## src/rtl/arb_mux_n.sv

```systemverilog
// arb_mux_n: registered CH-way valid/ready arbiter-mux.
// Round-robin or fixed-priority grant feeding one output register.
module arb_mux_n #(
  parameter int N  = 32,
  parameter int CH = 4,
  parameter bit RR = 1'b1,
  localparam int SELW = $clog2(CH)
) (
  input  logic              clk,
  input  logic              rst_n,
  input  logic [CH-1:0]     in_valid,
  input  logic [CH*N-1:0]   in_data,
  output logic [CH-1:0]     in_ready,
  output logic              out_valid,
  output logic [N-1:0]      out_data,
  output logic [SELW-1:0]   out_ch,
  input  logic              out_ready
);

  logic            load;
  logic            gnt_any;
  logic [SELW-1:0] gnt_idx;
  logic [SELW-1:0] sel;
  logic            grant;
  int              idx;

  logic [SELW-1:0] last_q, last_d;
  logic            out_valid_q, out_valid_d;
  logic [N-1:0]    out_data_q, out_data_d;
  logic [SELW-1:0] out_ch_q, out_ch_d;

  // Search starts one past the last winner and wraps; RR=0 starts at 0.
  always_comb begin
    load    = !out_valid_q || out_ready;
    gnt_any = 1'b0;
    gnt_idx = '0;
    sel     = '0;
    idx     = 0;
    for (int k = 0; k < CH; k++) begin
      idx = RR ? (int'(last_q) + 1 + k) % CH : k;
      sel = SELW'(idx);
      if (!gnt_any && in_valid[sel]) begin
        gnt_any = 1'b1;
        gnt_idx = sel;
      end
    end
    grant = rst_n && load && gnt_any;
  end

  always_comb begin
    in_ready = '0;
    if (grant) in_ready = CH'(1) << gnt_idx;
  end

  always_comb begin
    last_d      = last_q;
    out_valid_d = out_valid_q;
    out_data_d  = out_data_q;
    out_ch_d    = out_ch_q;
    if (load) begin
      out_valid_d = gnt_any;
      if (gnt_any) begin
        out_data_d = in_data[int'(gnt_idx)*N +: N];
        out_ch_d   = gnt_idx;
        if (RR) last_d = gnt_idx;
      end
    end
  end

  always_ff @(posedge clk) begin
    if (!rst_n) begin
      last_q      <= SELW'(CH - 1);
      out_valid_q <= 1'b0;
      out_data_q  <= '0;
      out_ch_q    <= '0;
    end else begin
      last_q      <= last_d;
      out_valid_q <= out_valid_d;
      out_data_q  <= out_data_d;
      out_ch_q    <= out_ch_d;
    end
  end

  assign out_valid = out_valid_q;
  assign out_data  = out_data_q;
  assign out_ch    = out_ch_q;

endmodule

```

## config.mk

```make
export PLATFORM = sky130hd
export DESIGN_NAME = arb_mux_n
export DESIGN_NICKNAME = d
export VERILOG_FILES = /design/src/rtl/arb_mux_n.sv
export SDC_FILE = /design/constraint.sdc
export NUM_CORES = 1
export LEC_CHECK = 0
export ABC_CLOCK_PERIOD_IN_PS = 5360
export CAP_MARGIN = 0
export CORE_MARGIN = 3
export CORE_UTILIZATION = 39
export CTS_CLUSTER_SIZE = 8
export DETAILED_ROUTE_END_ITERATION = 16
export GPL_ROUTABILITY_DRIVEN = 0
export PLACE_DENSITY = 0.87
export SLEW_MARGIN = 20
export SYNTH_ARGS = -nofsm -noshare
export SYNTH_HDL_FRONTEND = slang
export SYNTH_SLANG_ARGS = --single-unit
```

## constraint.sdc

```tcl
create_clock -name clk -period 5.36 [get_ports clk]
set_input_delay 1.34 -clock clk [delete_from_list [all_inputs] [get_ports clk]]
set_output_delay 1.34 -clock clk [all_outputs]
set_load 0.01 [all_outputs]
```

==> impl_metrics.csv <==
group,metric,value,unit
synth,synth_top_area_frac,0.290,
floorplan,core,6130,sq um
floorplan,rows,28,
clock_network,cts_tree,"built",
setup_path,cp_max_fo,17,
sta,setup_slack,0.579,ns
synth,yosysWarnings,0,
clock_network,h-tree-depth,2,
drt,final_antenna_net_count,0,
setup_path,worstSetupPathType,"input port to output pin",
finish,areaGrowthSynthToFinish,72.1,%
synth,synth.net_count,403,
sta,slew_viol_final,0,
clock_network,post_cts_resized,0,
clock_network,cts_inserted_buffers,5,
sta,setup_violations,0,
sta,fmax,209,MHz
finish,design_area,4400,sq um
finish,layout_commonest_cell,"clkdlybuf4s50_1",
min_path,hold_path.class,"flop to flop",
setup_path,cp-end-kind,"output pin",
synth,yosys.area_share.simple,0.0940,
setup_path,slowest_delay,0.66,ns
drt,vias,2835,
sta,fin_crit_sh,0.892,
clock_network,path_clk_slew,0.07,ns
finish,drive_above_1_share,0.0886,
clock_network,cts_buffer_depth,2,
power_and_ir_drop,power.density,221,nW/um^2
sta,relSlewSlack,0.388,
synth,synthesis.area,2550,sq um
clock_network,cts_root_buffer,"clkbuf_8",
synth,synthXorXnorAreaFrac,0,
flow_run,cap_violations,0,
floorplan,die_height,86.9,microns
placed_design,dp.final_hpwl,6980,microns
power_and_ir_drop,ir_worst_vdd,153,uV
setup_path,cp_slowest_cell,"clkdlybuf4s50_1",
drt,drtPass1Iterations,4,
global_route,grt_start_max_net_pins,36,
sta,rsz0062_at_grt,"false",
outcome,outcome,"finished clean",
placed_design,placed_area,4320,sq um
setup_path,worstPathBufferInverterCount,3,
setup_path,crit_path_start_kind,"input port",
synth,ys_seq_area_frac,0.290,
synth,synthDistinctLibCells,33,
global_route,grt_pass1_vias,3003,
clock_network,post_cts.repair.setup_buffers,0,
floorplan,pin_count,174,
synth,yosysTopAreaCell,"dfxtp_1",
setup_path,cp_data_required_time,4.02,ns
drt,drtIter0Drc,97,
setup_path,cp_common_cell,"clkdlybuf4s50_1",
clock_network,hold_buffers,0,
finish,nNetsFinal,563,
drt,vias_per_cell,5.63,
drt,drc,0,
finish,finalNonFillerCells,504,
clock_network,cts_sinks,37,
sta,tightestPinTransition,0.917,ns
sta,hold_violations,0,
drt,wl_per_cell,17.9,microns
global_route,grt_overflow,0,
floorplan,die_x,86.9,microns
global_route,grt_pass1_wl,14100,microns
drt,wl,9020,microns
placed_design,port-buffer-count,173,
finish,final_cell_mix,"clkdlybuf4s50_1, nand2_1, dfxtp_1",
synth,synth_compound_area_frac,0.432,
global_route,grt_use_total,0.230,
sta,min_period,4.78,ns
finish,diodes,0,
clock_network,clock_latency,0.28,ns
synth,ys_ff_latch,37,
floorplan,die_area,7560,sq um
setup_path,crit_path_cell_trace,"clkdlybuf4s50_1, nor2_1, a21oi_4, buf_4, and4_1, clkdlybuf4s50_1",
floorplan,initial_utilization,0.417,
placed_design,dpl.cell_count,496,
synth,synthCells,268,
synth,synth_adder_area_share,0,
sta,whs,0.482,ns
sta,setup_tns,0,ns
global_route,antenna_found_initial,0,
placed_design,dp_slack,0.601,ns
synth,synth_top_family_by_area,"compound AO/OA/AOI/OAI gates",
setup_path,cp_top_family,"buffers and inverters",
synth,avgSynthCellArea,9.53,sq um
sta,fin_skew,0.00487,ns
synth,synthMuxAreaShare,0.125,
synth,synthTopCellsByArea,"dfxtp_1, a221o_1, mux2i_1, o2bb2ai_2, o21a_1",
setup_path,cp.arrival,3.44,ns
power_and_ir_drop,p_leak,1.66,nW
layer usage:
layer / up-vias / part of all wire / GRT usage
met5: - / 0 / 0
li1: 1374 / - / -
met2: 135 / 0.53 / 0.432
met3: 18 / 0.081 / 0.0501
met1: 1308 / 0.36 / 0.252
met4: 0 / 0.027 / 0.0779
power by group:
group,switching [mW],internal (mW)
logic,0.187,0.257
clock network,0.0954,0.0926
registers,0.0246,0.314
worst register-to-register path: stages (launching register included):
cell       delay [ns]
dfxtp_1          0.48
nand2b_2         0.24
a21oi_1          0.11
nor2_2           0.60
buf_4            0.37
a221o_1          0.24
o2bb2ai_2        0.10
state kept, by name, summed over array words and instances (netlist names):
| signal | cells |
|---|---|
| last_q | 2 |
| out_data | 32 |
| out_valid | 1 |
| out_ch | 2 |
cell usage after synthesis (all sizes together):
cell      n
clkbuf   20
a221oi    1
o2bb2ai  32
inv       2
or2       2
nor2b     1
a221o    32
nor3      1
o41a      1
a21o      1
and2      1
and3      1
a21oi     4
nand2b    3
nor4bb    1
o22ai     3
nor2      6
o21a     32
a21boi    2
and4      1
dfxtp    37
nand2    37
a31oi     2
mux2i    32
buf       6
o21ai     5
o211ai    2
through the flow:
step	power [mW]	util
3_5_place_dp	0.790	0.704
4_1_cts	0.976	0.717
2_1_floorplan	0.571	-
3_3_place_gp	0.777	0.704
5_1_grt	1.02	0.717
6_report	0.970	0.717
cell type report:
type,instances,area [sq um]
well taps,75,93.8
fillers,495,1730
repair buffers,179,1780
inverters,2,7.51
flip-flops and latches,37,741
clock buffers,8,80.1
multi-input cells,203,1700
cell families (layout without fill, tap and decap cells):
kind of cell           Yosys count  in the layout
buffers and inverters           28            189
DFF                             37             37
AOI/OAI and AO/OA              117            117
muxes                           32             32
and+or+nand+nor                 54             54
path summary, 6_finish.rpt:
kind | endpoint | cells past startpoint | slack [ns] | from
worst min-delay path | out_ch[1] | 2 | 0.48 | out_ch[1]
worst max register to register | out_data[1] | 6 | 3.15 | last_q[0]
worst min register to register | out_ch[1] | 2 | 0.48 | out_ch[1]
worst max-delay path | in_ready[3] | 6 | 0.58 | in_valid[2]
(Power assumes the default switching activity.)
